`config.mk`:
```
export PLATFORM = sky130hd
export DESIGN_NAME = ddr_capture_writer
export DESIGN_NICKNAME = d
export VERILOG_FILES = /design/src/rtl/ddr_capture_pkg.sv /design/src/rtl/ddr_capture_writer.sv
export SDC_FILE = /design/constraint.sdc
export NUM_CORES = 1
export LEC_CHECK = 0
export CAP_MARGIN = 10
export CORE_AREA = 2 2 110 112
export DETAILED_ROUTE_END_ITERATION = 7
export DIE_AREA = 0 0 112 114
export PLACE_DENSITY = 0.82
export SLEW_MARGIN = 40
export SYNTH_ARGS = -nofsm -noshare
export SYNTH_HDL_FRONTEND = slang
export SYNTH_SLANG_ARGS = --single-unit
export TNS_END_PERCENT = 20
```
`constraint.sdc`:
```
create_clock -name clk_i -period 1.98 [get_ports clk_i]
set_input_delay 0.396 -clock clk_i [delete_from_list [all_inputs] [get_ports clk_i]]
set_output_delay 0.396 -clock clk_i [all_outputs]
set_load 0.1 [all_outputs]
```
`src/rtl/ddr_capture_pkg.sv`:
```
// Shared types and sizing for the DDR capture path. These sizes must match the
// 64 x 64-bit capture memory in the register bank.
package ddr_capture_pkg;

    localparam int C_CAP_DEPTH  = 64;
    localparam int C_CAP_ADDR_W = 6;
    localparam int C_CAP_DATA_W = 64;

    typedef enum logic [1:0] {
        IDLE  = 2'd0,
        ARMED = 2'd1,
        POST  = 2'd2,
        DONE  = 2'd3
    } t_cap_state;

endpackage

```
`src/rtl/ddr_capture_writer.sv`:
```
// Circular-buffer capture of a DDR sample stream with a programmable pre-trigger
// depth. Writes go to the capture memory through a one-cycle registered port.
module ddr_capture_writer
    import ddr_capture_pkg::*;
#(
    parameter int G_DATA_WIDTH = C_CAP_DATA_W,
    parameter int G_ADDR_WIDTH = C_CAP_ADDR_W
) (
    input  logic                    clk_i,
    input  logic                    rst_i,
    input  logic                    arm_i,
    input  logic                    abort_i,
    input  logic [G_ADDR_WIDTH-1:0] pretrig_i,
    input  logic                    sample_valid_i,
    input  logic [G_DATA_WIDTH-1:0] sample_dat_i,
    input  logic                    trig_i,
    output logic [G_ADDR_WIDTH-1:0] mem_adr_o,
    output logic                    mem_we_o,
    output logic [G_DATA_WIDTH-1:0] mem_dat_o,
    output logic                    armed_o,
    output logic                    busy_o,
    output logic                    done_o,
    output logic [G_ADDR_WIDTH-1:0] trig_pos_o,
    output logic [G_ADDR_WIDTH-1:0] start_pos_o
);

    localparam int                    DEPTH     = 2 ** G_ADDR_WIDTH;
    localparam logic [G_ADDR_WIDTH:0] FILL_FULL = (G_ADDR_WIDTH + 1)'(DEPTH);
    localparam logic [G_ADDR_WIDTH-1:0] ADDR_MAX = '1;
    localparam logic [G_ADDR_WIDTH-1:0] ADDR_ONE = G_ADDR_WIDTH'(1);

    t_cap_state              state_q, state_d;
    logic [G_ADDR_WIDTH-1:0] ptr_q, ptr_d;
    logic [G_ADDR_WIDTH:0]   fill_q, fill_d;
    logic [G_ADDR_WIDTH-1:0] post_q, post_d;
    logic [G_ADDR_WIDTH-1:0] pretrig_q, pretrig_d;
    logic [G_ADDR_WIDTH-1:0] trig_pos_q, trig_pos_d;
    logic [G_ADDR_WIDTH-1:0] start_pos_q, start_pos_d;
    logic                    mem_we_q, mem_we_d;
    logic [G_ADDR_WIDTH-1:0] mem_adr_q, mem_adr_d;
    logic [G_DATA_WIDTH-1:0] mem_dat_q, mem_dat_d;
    logic                    wr_sample;

    always_comb begin
        state_d     = state_q;
        ptr_d       = ptr_q;
        fill_d      = fill_q;
        post_d      = post_q;
        pretrig_d   = pretrig_q;
        trig_pos_d  = trig_pos_q;
        start_pos_d = start_pos_q;
        wr_sample   = 1'b0;

        if (abort_i) begin
            state_d = IDLE;
            ptr_d   = '0;
            fill_d  = '0;
            post_d  = '0;
        end else if (arm_i && state_q != POST) begin
            state_d   = ARMED;
            ptr_d     = '0;
            fill_d    = '0;
            post_d    = '0;
            pretrig_d = pretrig_i;
        end else begin
            case (state_q)
                ARMED: begin
                    if (sample_valid_i) begin
                        wr_sample = 1'b1;
                        ptr_d     = ptr_q + 1'b1;
                        if (fill_q != FILL_FULL) begin
                            fill_d = fill_q + 1'b1;
                        end
                        // fill is compared before this sample is counted
                        if (trig_i && fill_q >= {1'b0, pretrig_q}) begin
                            trig_pos_d  = ptr_q;
                            start_pos_d = ptr_q - pretrig_q;
                            post_d      = ADDR_MAX - pretrig_q;
                            state_d     = (pretrig_q == ADDR_MAX) ? DONE : POST;
                        end
                    end
                end
                POST: begin
                    if (sample_valid_i) begin
                        wr_sample = 1'b1;
                        ptr_d     = ptr_q + 1'b1;
                        post_d    = post_q - 1'b1;
                        if (post_q == ADDR_ONE) begin
                            state_d = DONE;
                        end
                    end
                end
                default: ;
            endcase
        end

        mem_we_d  = wr_sample;
        mem_adr_d = wr_sample ? ptr_q : mem_adr_q;
        mem_dat_d = wr_sample ? sample_dat_i : mem_dat_q;
    end

    always_ff @(posedge clk_i) begin
        if (rst_i) begin
            state_q     <= IDLE;
            ptr_q       <= '0;
            fill_q      <= '0;
            post_q      <= '0;
            pretrig_q   <= '0;
            trig_pos_q  <= '0;
            start_pos_q <= '0;
            mem_we_q    <= 1'b0;
            mem_adr_q   <= '0;
            mem_dat_q   <= '0;
        end else begin
            state_q     <= state_d;
            ptr_q       <= ptr_d;
            fill_q      <= fill_d;
            post_q      <= post_d;
            pretrig_q   <= pretrig_d;
            trig_pos_q  <= trig_pos_d;
            start_pos_q <= start_pos_d;
            mem_we_q    <= mem_we_d;
            mem_adr_q   <= mem_adr_d;
            mem_dat_q   <= mem_dat_d;
        end
    end

    assign mem_we_o    = mem_we_q;
    assign mem_adr_o   = mem_adr_q;
    assign mem_dat_o   = mem_dat_q;
    assign armed_o     = (state_q == ARMED);
    assign busy_o      = (state_q == ARMED) || (state_q == POST);
    assign done_o      = (state_q == DONE);
    assign trig_pos_o  = trig_pos_q;
    assign start_pos_o = start_pos_q;

endmodule

```
Word level (Yosys, flattened, before mapping)
Index checks and enable logic that the tools add are counted.

cells by class
  $add $sub $neg = 5
  reduce and logical (&&, ||, !) cells = 15
  equal/unequal tests = 15
  order comparisons = 1
  bitwise logic cells = 2
  multiplexer cells = 15

operator list
  cell                   count
  $mux W6                3
  $reduce_and A5 Y1      3
  $pmux W6 S2            1
  $mux W2                4
  $ne A2 B2 Y1 const B   4
  $add A7 B1 Y7 const B  1
  $ge A7 B6 Y1           1
  $ne A7 B7 Y1 const B   1
  $add A6 B1 Y6 const B  1
  $eq A6 B1 Y1 const B   1
  $eq A6 B6 Y1 const B   1
  $mux W1                6
  $ne A3 B3 Y1 const B   2
  $sub A6 B1 Y6 const B  1
  $sub A6 B6 Y6          1
  $sub A6 B6 Y6 const A  1
  $eq A2 B2 Y1 const B   2
  $pmux W2 S2            1
  $reduce_and A2 Y1      2
  $reduce_and A4 Y1      1
  $reduce_or A2 Y1       2
  $ne A3 B1 Y1 const B   1
  $ne A3 B2 Y1 const B   1
  $reduce_and A3 Y1      1
  8 further kinds        10

word-level totals
  word-level logic and storage cells = 64
  input port bits = 76
  output and inout bits = 86
  register bits after elaboration = 110

Longest topological paths before layout
  depth in word-level cells = 6
  depth in mapped cells = 9
  depth with buffers taken out = 9

Worst setup path before layout
No wires, ideal clock.

  kind = register to register
  start point = register state_q[1]
  end point = register state_q[0]
  data arrival time = 2.185 ns
  buffers on the path = 0
  stages on the path, launching flop included = 6
  clock period less this slack = 2.307 ns
  required time = 1.858 ns
  library setup time = 0.122 ns
  slack = -0.327 ns
  cell sequence = dfxtp_1 inv_1 ha_1 a41oi_2 or4_1 o311a_1

on the way
  elaborated cells on any way between the ends = 12
  those cells by class = eq/ne: 7; mux: 2; reduce/logical: 3

RTL lines
  item                                                           line                       text
  start: declaration                                             ddr_capture_writer.sv:32   t_cap_state state_q, state_d;
  start signal: assignment                                       ddr_capture_writer.sv:115  state_q <= state_d;
  $eq A2 B1 Y1 *                                                 --
  net armed_o                                                    ddr_capture_writer.sv:20   output logic armed_o,
  $ne A3 B1 Y1 (no line), or another cell as far along           --
  $reduce_and A5 Y1 (no line) / $mux W1 (equally long branches)  --

The timed path passes the listed nets; every way through them passes the cells marked *.
A chain may end at the register's enable or synchronous reset.

Final worst setup path
  start point = register pretrig_q[5]
  end point = register post_q[0]

on the way
  word-level cells in the longest chain between the ends = 4

RTL lines
  item                         line                       text
  start: declaration           ddr_capture_writer.sv:36   logic [G_ADDR_WIDTH-1:0] pretrig_q, pretrig_d;
  start signal: assignment     ddr_capture_writer.sv:119  pretrig_q <= pretrig_d;
  $ge A7 B6 Y1                 ddr_capture_writer.sv:75   if (trig_i && fill_q >= {1'b0, pretrig_q}) begin
  $logic_and A1 B1 Y1          ddr_capture_writer.sv:75
  $ne A2 B1 Y1 (no line)       --
  $reduce_and A4 Y1 (no line)  --
  end signal: assignment       ddr_capture_writer.sv:118  post_q <= post_d;
  end: declaration             ddr_capture_writer.sv:35   logic [G_ADDR_WIDTH-1:0] post_q, post_d;

No other way between the ends.

==> results.tsv <==
metric	value	unit
drcViolationCount	0	
cts_tree	done	
synth_ff_type	dfxtp_1	
setup_viol	3	
ys_seq_elements	110	
critPathArrivalTime	2.38	ns
reg2reg_depth	9	
clock_latency	0.34	ns
rows	40	
synthTopCellsByArea	dfxtp_1 49%, nand2_1 13%, a21oi_1 9.4%, ha_1 5.2%, mux2i_1 3.8%	
crit_path_start_kind	register	
rsz0062_at_grt	true	
status	finished with violations	
async_flop_share	0	%
core_area	11700	sq um
ff2ff_setup_slack	-0.15	ns
slew_violations	0	
vias	4441	
synthCells	554	
die_w	112	um
syn_area_per_cell	8.18	sq um
finalSetupTns	-0.254	ns
finalCritPeriodShare	107	%
peakVddDrop	0.432	mV
drv_cap	0	
die_area	12800	sq um
path_class	register to register	
clk_path_buf_depth	2	
die_y	114	um
yosysTopAreaCell	dfxtp_1	
nFillCells	999	
clock-sinks	110	
wirelength	12900	um
netlist_area	4530	sq um
tightestPinTransition	0.391	ns
antenna_found_initial	0	
htreeDepth	3	
finClkSkew	0.00689	ns
grt_pass1_vias	4364	
area_growth	52.5	%
violations	negative setup slack	
io_pins	162	
leakagePower	2.81	nW
cts_root_buffer	clkbuf_16	
r2r-end	post_q[0]	
fin_hold_ws	0.455	ns
place.gp.congestion	0.837	
endpoint	post_q[0]	
end_kind	register	
startpoint	pretrig_q[5]	
synth.distinct_cells	41	
p_per_area	666	nW/um^2
required	2.24	ns
maxSlewHeadroom	73.9	%
start_util	38.7	%
synth_seq_area_share	48.6	%
nets	835	
wl_per_cell	14.5	um
hp-class	register to register	
synth_nets	650	
globalRouteTotalUtil	19.5	%
drtIter0Drc	260	
yosys_warnings	0	
antenna_cells	0	
finish.utilization	59.0	%
fin_ws	-0.148	ns
grt_pass1_wl	20200	um
overflow	0	
grt_max_degree	91	
cts_made_buffers	9	
first_pass_iters	4	
drive_gt1_share	24.4	%
finalHoldViolCount	0	
yosysTopAreaCellShare	48.6	%
io_buffer_count	161	
avgViaCountPerCell	4.99	
ant_nets	0	
cp_max_fo	5	
synth_edf_count	0	
fmax	470	MHz
period_minus_slack	2.13	ns
r2r-start	pretrig_q[5]	
clk_pin_slew	0.07	ns
place_hpwl	9220	um
-- sequential cells by signal, summed over array words and instances, names as in the netlist --
signal,count
fill_q,7
start_pos_o,6
mem_we_o,1
pretrig_q,6
ptr_q,6
mem_adr_o,6
mem_dat_o,64
state_q,2
post_q,6
trig_pos_o,6
-- critical path, stage by stage (launching register included) --
cell and delay (ns):
dfxtp_2 0.34, inv_2 0.04, ha_4 0.26, and4b_1 0.19, o21ai_1 0.08, o21ai_2 0.26, a41oi_4 0.17, buf_12 0.17
or3b_1 0.34, a31oi_1 0.19
-- worst min-delay path by stage --
stage	startpoint	endpoint	slack (ns)	depth (start not counted)
4_1_cts	mem_dat_o[40]	mem_dat_o[40]	0.46	2
3_5_place_dp	mem_dat_o[40]	mem_dat_o[40]	0.45	2
3_3_place_gp	mem_dat_o[19]	mem_dat_o[19]	0.44	2
2_1_floorplan	post_q[5]	post_q[5]	0.44	2
5_1_grt	mem_dat_o[49]	mem_dat_o[49]	0.47	2
6_report	mem_adr_o[5]	mem_adr_o[5]	0.46	2
-- cells in the mapped netlist (4+ instances only) --
| master | number |
|---|---|
| xnor2_1 | 8 |
| or3_1 | 4 |
| and3_1 | 4 |
| a21oi_1 | 85 |
| mux2i_1 | 17 |
| buf_2 | 8 |
| ha_1 | 19 |
| nor3_1 | 4 |
| nor2_1 | 39 |
| nand2_1 | 161 |
| dfxtp_1 | 110 |
| xor2_1 | 5 |
| a31oi_1 | 5 |
| nor2b_1 | 4 |
| clkbuf_1 | 20 |
| inv_1 | 17 |
-- report_power, final --
part | leakage, nW | switching, mW | internal, mW
clock | 0.139 | 0.792 | 0.979
combinational | 1.78 | 0.312 | 0.271
sequential | 0.890 | 0.0148 | 2.23
total | 2.81 | 1.12 | 3.48
-- layer usage --
metal / up-vias / share of wire, % / routed length [um] / track usage [%]
li1: 2199 / - / - / -
met5: - / 0 / 0 / 0
met4: 0 / 2.7 / 348 / 7.97
met3: 32 / 5.8 / 749 / 4.62
met2: 158 / 51 / 6610 / 35.9
met1: 2052 / 40 / 5170 / 21.6
-- cell type report --
class	instances	area [sq um]	area share (%)
Tap cell	147	184	2.66
Timing Repair Buffer	207	1880	27.1
Clock inverter	5	60.1	0.869
Multi-Input combinational cell	394	2290	33.1
Inverter	17	63.8	0.923
Clock buffer	10	229	3.31
Sequential cell	110	2210	32.0
-- placed cells by master, fill, tap and decap left out, drive strengths merged, types with 5 or more instances in the layout --
cell | Yosys | final
ha | 19 | 19
clkbuf | 20 | 10
inv | 17 | 18
mux2i | 17 | 17
a21oi | 85 | 85
clkdlybuf4s50 | 0 | 74
o21ai | 5 | 5
buf | 13 | 133
xor2 | 5 | 5
xnor2 | 8 | 8
a31oi | 5 | 5
nand2 | 161 | 161
nor2 | 39 | 39
dfxtp | 110 | 110
-- cell families (layout without fill, tap and decap cells) --
group                      Yosys count  in the layout  share of synthesized area (%)
AOI/OAI and AO/OA                  110            110                           13.5
xor gates and xnor gates            13             13                           2.51
adders and majority gates           20             20                           5.69
buffers and inverters               50            239                           4.53
DFF                                110            110                           48.6
muxes                               17             17                           3.75
and+or+nand+nor                    234            234                           21.4
-- metrics by stage --
| step | power [mW] | setup WS [ns] | instance area [sq um] | instances |
|---|---|---|---|---|
| 5_1_grt | 4.76 | -0.180 | 6910 | 890 |
| 4_1_cts | 4.62 | -0.0545 | 6780 | 888 |
| 3_3_place_gp | 2.83 | -0.0753 | 6380 | 870 |
| 6_report | 4.60 | -0.148 | 6910 | 890 |
| 3_5_place_dp | 2.84 | -0.158 | 6380 | 870 |
| 2_1_floorplan | 2.58 | 0.00245 | 4540 | 554 |
-- what timing repair did --
action	CTS	global route
buffers inserted	3	2
gates resized for setup	15	24
hold buffers	0	0
cloned	0	0
setup endpoints to repair	18	76
pin swaps	7	12
(Power assumes the default switching activity.)
